===== src/rtl/inst_fetch_pkg.sv =====
// Shared widths, fetch state encoding and the start/branch address tables
// used by the fetch stage and its branch-target lookup.
package fetch_pkg;
  localparam int AW     = 10;
  localparam int LUT_IW = 5;
  localparam int OFF_W  = 6;
  localparam int CW     = 16;

  typedef enum logic [1:0] {
    IDLE = 2'd0,
    RUN  = 2'd1,
    DONE = 2'd2
  } fetch_state_t;

  localparam logic [AW-1:0] START_ADDR [4] = '{10'd0, 10'd256, 10'd512, 10'd768};

  // Regenerated by the assembler flow; entries are absolute ROM addresses.
  localparam logic [AW-1:0] BRANCH_TARGETS [32] = '{
    10'd0,   10'd37,  10'd64,  10'd600, 10'd128, 10'd160, 10'd192, 10'd1020,
    10'd256, 10'd288, 10'd320, 10'd352, 10'd384, 10'd416, 10'd448, 10'd480,
    10'd512, 10'd544, 10'd576, 10'd608, 10'd640, 10'd672, 10'd704, 10'd736,
    10'd768, 10'd800, 10'd832, 10'd864, 10'd896, 10'd928, 10'd960, 10'd1023
  };
endpackage


===== src/rtl/inst_fetch_if.sv =====
// Control/status bundle between the decoder/ALU side and the fetch stage.
// CW sizes the cycle counter so short-counter builds share the same interface.
interface inst_fetch_if #(parameter int CW = fetch_pkg::CW);
  import fetch_pkg::*;

  logic                    Start;
  logic [1:0]              ProgSel;
  logic                    Halt;
  logic                    Stall;
  logic                    BranchAbs;
  logic [LUT_IW-1:0]       TargetIdx;
  logic                    BranchRel;
  logic signed [OFF_W-1:0] Offset;
  logic [AW-1:0]           InstAddress;
  logic                    Running;
  logic                    Done;
  logic [CW-1:0]           CycleCount;

  modport master (
    output Start, ProgSel, Halt, Stall, BranchAbs, TargetIdx, BranchRel, Offset,
    input  InstAddress, Running, Done, CycleCount
  );

  modport slave (
    input  Start, ProgSel, Halt, Stall, BranchAbs, TargetIdx, BranchRel, Offset,
    output InstAddress, Running, Done, CycleCount
  );
endinterface


===== src/rtl/inst_fetch_branch_lut.sv =====
// Combinational branch-target lookup: 5-bit index to 10-bit absolute address.
module branch_lut
  import fetch_pkg::*;
(
  input  logic [LUT_IW-1:0] idx_i,
  output logic [AW-1:0]     target_o
);
  assign target_o = BRANCH_TARGETS[idx_i];
endmodule


===== src/rtl/inst_fetch.sv =====
// Program counter and run sequencer feeding the instruction ROM, with a
// saturating per-run cycle counter.
module inst_fetch #(
  parameter int CW = fetch_pkg::CW
) (
  input  logic         Clk,
  input  logic         Reset,
  inst_fetch_if.slave  bus
);
  import fetch_pkg::*;

  fetch_state_t  state_q, state_d;
  logic [AW-1:0] pc_q, pc_d;
  logic [CW-1:0] cnt_q, cnt_d;
  logic          running_q, done_q;
  logic [AW-1:0] lut_target;
  logic [AW-1:0] rel_offset;

  branch_lut u_branch_lut (
    .idx_i    (bus.TargetIdx),
    .target_o (lut_target)
  );

  assign rel_offset = {{(AW-OFF_W){bus.Offset[OFF_W-1]}}, bus.Offset};

  always_comb begin
    state_d = state_q;
    pc_d    = pc_q;
    cnt_d   = cnt_q;
    case (state_q)
      IDLE, DONE: begin
        if (bus.Start) begin
          state_d = RUN;
          pc_d    = START_ADDR[bus.ProgSel];
          cnt_d   = '0;
        end
      end
      RUN: begin
        // The Halt cycle and stalled cycles still count as RUN time.
        if (cnt_q != {CW{1'b1}}) cnt_d = cnt_q + 1'b1;
        if (bus.Halt)           state_d = DONE;
        else if (bus.Stall)     pc_d = pc_q;
        else if (bus.BranchAbs) pc_d = lut_target;
        else if (bus.BranchRel) pc_d = pc_q + rel_offset;
        else                    pc_d = pc_q + 1'b1;
      end
      default: state_d = IDLE;
    endcase
  end

  always_ff @(posedge Clk or posedge Reset) begin
    if (Reset) begin
      state_q   <= IDLE;
      pc_q      <= '0;
      cnt_q     <= '0;
      running_q <= 1'b0;
      done_q    <= 1'b0;
    end else begin
      state_q   <= state_d;
      pc_q      <= pc_d;
      cnt_q     <= cnt_d;
      running_q <= (state_d == RUN);
      done_q    <= (state_d == DONE);
    end
  end

  assign bus.InstAddress = pc_q;
  assign bus.Running     = running_q;
  assign bus.Done        = done_q;
  assign bus.CycleCount  = cnt_q;
endmodule


===== src/flat_wrapper.sv =====
// flat-port wrapper written by rule: the top's interface ports become plain ports
module inst_fetch_flat import fetch_pkg::*;
#(
  parameter int CW = fetch_pkg::CW
)
  (Clk, Reset, bus_Start, bus_ProgSel, bus_Halt, bus_Stall, bus_BranchAbs, bus_TargetIdx, bus_BranchRel, bus_Offset, bus_InstAddress, bus_Running, bus_Done, bus_CycleCount);
  inst_fetch_if #(.CW(CW)) bus_i ();
  input  logic Clk;
  input  logic Reset;
  input wire logic [$bits(bus_i.Start)-1:0] bus_Start;
  input wire logic [$bits(bus_i.ProgSel)-1:0] bus_ProgSel;
  input wire logic [$bits(bus_i.Halt)-1:0] bus_Halt;
  input wire logic [$bits(bus_i.Stall)-1:0] bus_Stall;
  input wire logic [$bits(bus_i.BranchAbs)-1:0] bus_BranchAbs;
  input wire logic [$bits(bus_i.TargetIdx)-1:0] bus_TargetIdx;
  input wire logic [$bits(bus_i.BranchRel)-1:0] bus_BranchRel;
  input wire logic [$bits(bus_i.Offset)-1:0] bus_Offset;
  output wire logic [$bits(bus_i.InstAddress)-1:0] bus_InstAddress;
  output wire logic [$bits(bus_i.Running)-1:0] bus_Running;
  output wire logic [$bits(bus_i.Done)-1:0] bus_Done;
  output wire logic [$bits(bus_i.CycleCount)-1:0] bus_CycleCount;
  assign bus_i.Start = bus_Start;
  assign bus_i.ProgSel = bus_ProgSel;
  assign bus_i.Halt = bus_Halt;
  assign bus_i.Stall = bus_Stall;
  assign bus_i.BranchAbs = bus_BranchAbs;
  assign bus_i.TargetIdx = bus_TargetIdx;
  assign bus_i.BranchRel = bus_BranchRel;
  assign bus_i.Offset = bus_Offset;
  assign bus_InstAddress = bus_i.InstAddress;
  assign bus_Running = bus_i.Running;
  assign bus_Done = bus_i.Done;
  assign bus_CycleCount = bus_i.CycleCount;
  inst_fetch #(.CW(CW)) u_core (.Clk(Clk), .Reset(Reset), .bus(bus_i));
endmodule

===== config.mk =====
export PLATFORM = sky130hd
export DESIGN_NAME = inst_fetch_flat
export DESIGN_NICKNAME = d
export VERILOG_FILES = /design/src/rtl/inst_fetch_pkg.sv /design/src/rtl/inst_fetch_if.sv /design/src/rtl/inst_fetch_branch_lut.sv /design/src/rtl/inst_fetch.sv /design/src/flat_wrapper.sv
export SDC_FILE = /design/constraint.sdc
export NUM_CORES = 1
export LEC_CHECK = 0
export CAP_MARGIN = 20
export CORE_MARGIN = 1.5
export CORE_UTILIZATION = 53
export CTS_CLUSTER_SIZE = 8
export DETAILED_ROUTE_END_ITERATION = 8
export PLACE_DENSITY_LB_ADDON = 0.08
export SLEW_MARGIN = 20
export SYNTH_ARGS = -nofsm -noshare
export SYNTH_HDL_FRONTEND = slang
export SYNTH_HIERARCHICAL = 1
export SYNTH_SLANG_ARGS = --single-unit

===== constraint.sdc =====
create_clock -name Clk -period 6.15 [get_ports Clk]
set_input_delay 1.5375 -clock Clk [delete_from_list [all_inputs] [get_ports Clk]]
set_output_delay 1.5375 -clock Clk [all_outputs]
set_load 0.03 [all_outputs]

* Word level (Yosys, flattened, before mapping) *
Memory sizes are Yosys's and may differ from the RTL's.
Index checks and enable logic that the tools add are counted.

storage, ports and cells
  bits in read-only memories = 320
  memory bits (writable) = 0
  latch bits = 0
  memories kept = 1
  output and inout port bits = 28
  word-level logic and storage cells = 44
  bits of input ports = 20
  flip-flop bits (word level) = 30

cells by class
  magnitude comparators = 2
  div/mod/pow operators = 0
  multiply operators = 0
  equal/unequal tests = 9
  reductions and logical operators = 5
  multiplexer cells = 17
  shifts and indexed selects = 0
  $add $sub $neg = 3
  bitwise logic cells = 2

memories
  name             depth  width  read ports  clocked after memory_dff  wr ports  RTL line                    source
  (no name shown)  32     10     1           0                         0         inst_fetch_branch_lut.sv:8  assign target_o = BRANCH_TARGETS[idx_i];

operator list
  operator               count
  $mux 10                9
  $mux 16                2
  $pmux 16 s2            1
  $bmux 10 s2            1
  $pmux 10 s2            1
  $add 16x1->16 const B  1
  $ne 16x16->1 const B   1
  $add 10x1->10 const B  1
  $add 10x10->10         1
  $ge 6x6->1 const B     1
  $ne 2x2->1 const B     3
  $not 5->6              1
  $eq 2x1->1 const B     2
  $eq 2x2->1 const B     2
  $mux 2                 2
  $pmux 2 s2             1
  $reduce_and 4->1       1
  $ge 3x3->1 const B     1
  $not 2->3              1
  $reduce_and 3->1       1
  $logic_not 2->1        1
  $ne 2x1->1 const B     1
  $reduce_bool 2->1      1
  $reduce_or 2->1        1

* Logic depth before layout (Yosys ltp) *
Gate-level depths: netlist (run 1).

  depth after elaboration = 8
  mapped depth = 9
  depth with buffers taken out = 9

* Hierarchy *
The synthesis (run 1) kept the hierarchy.

modules (own cells, without submodules)
  module      seq. area each (um^2)  area each (um^2)  cells each  times used
  inst_fetch  750.7                  1834.3            193         1
  branch_lut  0.0                    116.4             19          1

* Worst setup path after synthesis (run 1) *
OpenSTA, ideal clock, no wires.

  path type = input-to-reg
  start point = input bus_BranchRel
  end point = register u_core.pc_q[6], in the netlist u_core/bus.InstAddress[6]
  setup time = 0.069 ns
  buffers on the path = 0
  data required time = 6.081 ns
  arrival time = 3.399 ns
  cell stages on the path = 9
  setup slack = 2.682 ns
  path through = or2b_1 > ha_1 > fa_1 > a211oi_1 > nor2_1 > nor2_1 > mux2i_1 > or4_1 > nand3_1

on the way
  longest elaborated chain between the ends = 5

ends and longest elaborated chain
  item                  RTL line            source
  start, declared       flat_wrapper.sv:16  input wire logic [$bits(bus_i.BranchRel)-1:0] bus_BranchRel;
  $mux 10               inst_fetch.sv:44    else if (bus.BranchRel) pc_d = pc_q + rel_offset;
  $mux 10               inst_fetch.sv:43    else if (bus.BranchAbs) pc_d = lut_target;
  $mux 10               inst_fetch.sv:42    else if (bus.Stall) pc_d = pc_q;
  $mux 10               inst_fetch.sv:41    if (bus.Halt) state_d = DONE;
  $pmux 10 s2           inst_fetch.sv:30    case (state_q)
  end signal, assigned  inst_fetch.sv:60    pc_q <= pc_d;
  end, declared         inst_fetch.sv:13    logic [AW-1:0] pc_q, pc_d;

No other way between the ends. The select of a mux whose other input is x is not followed.
A chain may end at the register's enable or synchronous reset.

* Final worst setup path (run 1) *
Same ends and word-level chain as after synthesis.

==> results.toml, run 1 <==
[placed_design]
pre_cts_ws_ps = 1940
io_buffers = 47
placedCellCount = 298
gp_congestion = 0.910
dp_hpwl_mm = 3.32
placed_cell_area_sq_um = 2440

[critical_path]
critPathCaptureType = "register"
critPathMostFrequentCell = "nor2_1"
crit_fanout = 6
max_stage_delay_ps = 560
slowest_stage = "clkdlybuf4s50_1"
r2r_slack_ps = 3860
worst-path-buf-inv = 1
cp.required_ps = 6370
crit_type = "in -> reg"
crit_path_cell_trace = "clkdlybuf4s50_1 > or2b_1 > ha_1 > fa_1 > a211oi_1 > nor2_1 > nor2_1 > mux2i_1 > or4_1 > nand3_1"
critPathTopFamily = "simple AND/OR/NAND/NOR gates"
cp.arrival_ps = 4150
cp-start-kind = "input port"

[yosys]
syn-cell-area_sq_um = 1950
synthTopCellsByArea = "dfrtp_1 38%, nor2_1 4.6%, xor2_1 4.5%"
syn_inst = 212
yosysTopAreaCell = "dfrtp_1"
synth_ff_type = "dfrtp_1"
syn_nets = 239
synth_edf_count = 0
ys_ff_latch = 30
synth.avg_cell_area_sq_um = 9.20
yosysMostFrequentCell = "dfrtp_1"
synth_top_area_share_pct = 38.5
synth_cell_types = 53
synth_common_cells = "30 x dfrtp_1, 24 x nor2_1, 15 x nand2_1"
yosys_warnings = 6
ys_async_sr_fraction_pct = 100
synth-seq-area-share_pct = 38.5

[grt]
grt_pass1_vias = 1657
grt_pass1_wl_mm = 7.60
gr-total-overflow = 0
grt_usage_pct = 23.7
antenna_found_initial = 0
grt_max_degree = 31

[finish]
drive_gt1_share_pct = 9.62
final_cell_count_no_fill = 306
postLayoutCellArea_sq_um = 2540
final_core_utilization_pct = 73.8
fillerInstances = 260
n_antenna_cell = 0
nets = 286
area_delta_synth_final_pct = 30.2

[timing]
min_period_ps = 3930
hold_viol = 0
drv_slew = 0
worst_pin_slew_ps = 829
finalSetupViolCount = 0
layout_setup_ws_ps = 2220
finalSetupTns_ps = 0
max_freq_ghz = 0.254
fin_skew_ps = 4.80
period_share_pct = 63.9
rsz0062_at_grt = "no"
relSlewSlack_pct = 44.6
hold_slack_ps = 520

[cts]
insertion_delay_ps = 280
cts_buffer_depth = 2
postCtsSetupRepairBufs = 0
cts_num_sinks = 30
cts_resized = 0
clk_pin_slew_ps = 70
cts_tree = "yes"
h-tree-depth = 2
ctsHoldBuffers = 0
root_buffer = "clkbuf_8"
cts_buffers = 5

[floorplanning]
die_w_um = 63.7
num_rows = 21
core_area_sq_um = 3440
initial_utilization_pct = 56.7
ios = 48
dieArea_sq_um = 4050
die_h_um = 63.7

[power]
p_leak_nw = 1.07
peakVddDrop_uv = 166
power.density_nw_per_um2 = 265
finalPower_mw = 0.672

[routing]
vias = 1781
drcViolationCount = 0
wirelength_mm = 4.72
vias_per_cell = 5.82
ant_nets = 0
drt_iter0_markers = 162
drt_pass1_iterations = 4
wl_per_cell_um = 15.4

[run]
maxCapViolCount = 0

[min_path]
hold_class = "reg -> reg"

[run_status]
outcome = "completed"
[layout make-up]
| class | instances | area, sq um | area share (%) |
|---|---|---|---|
| inverter | 5 | 18.8 | 0.739 |
| multi-input combinational | 168 | 1130 | 44.6 |
| sequential | 30 | 751 | 29.6 |
| clock buffer | 6 | 82.6 | 3.25 |
| tap | 46 | 57.6 | 2.27 |
| clock inverter | 2 | 12.5 | 0.493 |
| timing repair buffer | 49 | 485 | 19.1 |
[layout by cell type (no fill, tap or decap), drive strengths merged, types with 5 or more instances in the layout]
cell type and n:
clkdlybuf4s50 47, dfrtp 30, nor2 24, nand2 16
o21ai 13, xor2 10, a21oi 9, nand3 8
mux2i 7, nand4 7, clkbuf 6, ha 6
and2 6, and3 6, inv 5, a31oi 5
[routing by layer]
| metal | vias to the layer above | part of all wire, % | wire length (um) | global-route usage [%] |
|---|---|---|---|---|
| met5 | - | 0 | 0 | 0 |
| li1 | 873 | - | - | - |
| met2 | 62 | 49 | 2290 | 40.5 |
| met3 | 6 | 5.3 | 250 | 5.18 |
| met1 | 840 | 45 | 2140 | 30.3 |
| met4 | 0 | 0.76 | 36 | 5.98 |
[final timing paths]
path,start,endpoint,cells after the start
max,bus_BranchRel,u_core/bus.InstAddress[6],10
min,u_core/bus.CycleCount[4],u_core/bus.CycleCount[4],1
max reg2reg,u_core/bus.InstAddress[0],u_core/bus.InstAddress[6],8
min reg2reg,u_core/bus.CycleCount[4],u_core/bus.CycleCount[4],1
max in group asynchronous,Reset,u_core/bus.CycleCount[14],3
min in group asynchronous,Reset,u_core/bus.InstAddress[3],3
[report_power, final]
| part | internal [mW] | switching [mW] |
|---|---|---|
| clock | 0.0899 | 0.0808 |
| sequential | 0.225 | 0.0333 |
| combinational | 0.103 | 0.139 |
[state kept, by name, indices dropped and copies added (netlist names)]
| signal | cells |
|---|---|
| u_core/bus.Done | 1 |
| u_core/bus.Running | 1 |
| u_core/state_q | 2 |
| u_core/bus.InstAddress | 10 |
| u_core/bus.CycleCount | 16 |
[cell families (layout without fill, tap and decap cells)]
group                      count (synthesis)  after routing  share of synthesized area [%]
buffers and inverters                     14             62                           3.46
xor gates and xnor gates                  14             14                           6.29
muxes                                      8              8                           4.17
adders and majority gates                  7              7                           4.87
AOI/OAI and AO/OA                         51             51                           18.3
and+or+nand+nor                           88             88                           24.4
DFF                                       30             30                           38.5
Power figures use the tool's default switching activity.
==> run 2, diff against run 1 <==
--- a/config.mk
+++ b/config.mk
@@ -7,7 +7,7 @@
 export LEC_CHECK = 0
 export CAP_MARGIN = 20
 export CORE_MARGIN = 1.5
-export CORE_UTILIZATION = 53
+export CORE_UTILIZATION = 45
 export CTS_CLUSTER_SIZE = 8
 export DETAILED_ROUTE_END_ITERATION = 8
 export PLACE_DENSITY_LB_ADDON = 0.08
==> constraint.sdc (replaced) <==
create_clock -name Clk -period 3.41 [get_ports Clk]
set_input_delay 0.8525 -clock Clk [delete_from_list [all_inputs] [get_ports Clk]]
set_output_delay 0.8525 -clock Clk [all_outputs]
set_load 0.03 [all_outputs]
==> results.toml, run 2 (same netlist as run 1, synthesis figures left out) <==
[routing]
vias = 1790
drcViolationCount = 0
drt_pass1_iterations = 4
drt_iter0_markers = 95
wirelength_mm = 4.70
wl_per_cell_um = 15.0
vias_per_cell = 5.70
ant_nets = 0

[finish]
nets = 290
seq_area_sq_um = 751
postLayoutCellArea_sq_um = 2590
final_core_utilization_pct = 63.3
n_antenna_cell = 0
final_cell_mix = "47 x clkdlybuf4s50_1, 30 x dfrtp_1, 24 x nor2_1"
area_delta_synth_final_pct = 32.7
fillerInstances = 377
drive_gt1_share_pct = 11.0
layout_commonest_cell = "clkdlybuf4s50_1"
largest_reg_flops = 16
multi_input_area_sq_um = 1130
final_cell_count_no_fill = 314

[cts]
h-tree-depth = 2
cts_buffers = 5
clk_pin_slew_ps = 70
cts_resized = 0
cts_buffer_depth = 2
root_buffer = "clkbuf_8"
ctsHoldBuffers = 0
cts_tree = "yes"
postCtsSetupRepairBufs = 0
insertion_delay_ps = 290
cts_num_sinks = 30

[critical_path]
slowest_stage = "clkdlybuf4s50_1"
critPathTopFamily = "simple AND/OR/NAND/NOR gates"
cp.arrival_ps = 3330
crit_fanout = 2
max_stage_delay_ps = 480
cp.required_ps = 3640
cp-start-kind = "input port"
worst-path-buf-inv = 1
critPathMostFrequentCell = "nor2_1"
crit_type = "in -> reg"
critPathCaptureType = "register"
crit_path_cell_trace = "clkdlybuf4s50_1 > or2b_1 > ha_1 > fa_1 > a211oi_1 > nor2_1 > nor2_1 > mux2i_1 > or4_1 > nand3_1"

[grt]
grt_pass1_wl_mm = 7.58
grt_pass1_vias = 1658
gr-total-overflow = 0
grt_max_degree = 31
grt_usage_pct = 22.0
antenna_found_initial = 0

[floorplanning]
initial_utilization_pct = 47.7
ios = 48
dieArea_sq_um = 4740
die_w_um = 68.8
num_rows = 23
die_h_um = 68.8
core_area_sq_um = 4090

[run_status]
outcome = "completed"

[placed_design]
pre_cts_ws_ps = 33.9
gp_congestion = 0.814
placedCellCount = 306
io_buffers = 47
placed_cell_area_sq_um = 2480
dp_hpwl_mm = 3.36

[power]
power.internal_mw = 0.815
peakVddDrop_uv = 487
p_leak_nw = 1.10
p_sw_share_pct = 35.6
finalPower_mw = 1.27
p_seq_share_pct = 37.0
power.share.clock_pct = 27.8
combPwrFrac_pct = 35.2
power.density_nw_per_um2 = 489
p_sw_mw = 0.451

[timing]
period_share_pct = 91.0
finalSetupTns_ps = 0
finalSetupViolCount = 0
rsz0062_at_grt = "no"
max_freq_ghz = 0.322
fin_skew_ps = 8.34
drv_slew = 0
hold_slack_ps = 522
relSlewSlack_pct = 54.8
hold_viol = 0
layout_setup_ws_ps = 307
worst_pin_slew_ps = 676
min_period_ps = 3100

[run]
maxCapViolCount = 0

[min_path]
hold_class = "reg -> reg"
[run 2: cell count changes in the layout (fill, tap and decap cells not counted)]
| cell | change |
|---|---|
| buf_4 | +4 |
| bufinv_16 | +1 |
| clkbuf_8 | -1 |
| clkinv_2 | +1 |
| clkinvlp_4 | -1 |
[run 2: power groups by stage]
stage / registers (mW) / logic, mW / clock network (mW)
3_3_place_gp: 0.473 / 0.440 / 0
2_1_floorplan: 0.553 / 0.184 / 0
3_5_place_dp: 0.472 / 0.444 / 0
5_1_grt: 0.478 / 0.485 / 0.376
4_1_cts: 0.467 / 0.448 / 0.362
6_report: 0.468 / 0.446 / 0.352
[run 2: area by class of cell]
type | instances | share of cell area [%]
multi-input combinational | 168 | 43.7
timing repair buffer | 53 | 19.9
sequential | 30 | 29.0
inverter | 5 | 0.725
clock buffer | 5 | 2.66
tap | 50 | 2.42
clock inverter | 3 | 1.55
[run 2: path summary, 6_finish.rpt]
kind                                            from                         to  slack (ps)  cells after the start
min in group asynchronous                      Reset  u_core/bus.CycleCount[10]         940                      3
max                                    bus_BranchRel  u_core/bus.InstAddress[6]         310                     10
min                        u_core/bus.InstAddress[2]  u_core/bus.InstAddress[2]         520                      2
max in group asynchronous                      Reset   u_core/bus.CycleCount[3]        2180                      3
max reg2reg                u_core/bus.InstAddress[0]  u_core/bus.InstAddress[6]        1140                      8
min reg2reg                u_core/bus.InstAddress[2]  u_core/bus.InstAddress[2]         520                      2
[run 2: metal layers]
| layer | vias to the layer above | global-route usage (%) | routed length [um] |
|---|---|---|---|
| met5 | - | 0 | 0 |
| met4 | 0 | 9.31 | 77 |
| met3 | 6 | 4.71 | 208 |
| met2 | 39 | 36.8 | 2270 |
| met1 | 863 | 27.5 | 2140 |
| li1 | 882 | - | - |
[run 2: worst reg2reg max path: stages (launching register included)]
cell	delay [ps]
dfrtp_1	410
ha_1	240
fa_1	390
a211oi_1	260
nor2_1	90
nor2_1	210
mux2i_1	120
or4_1	410
nand3_1	80
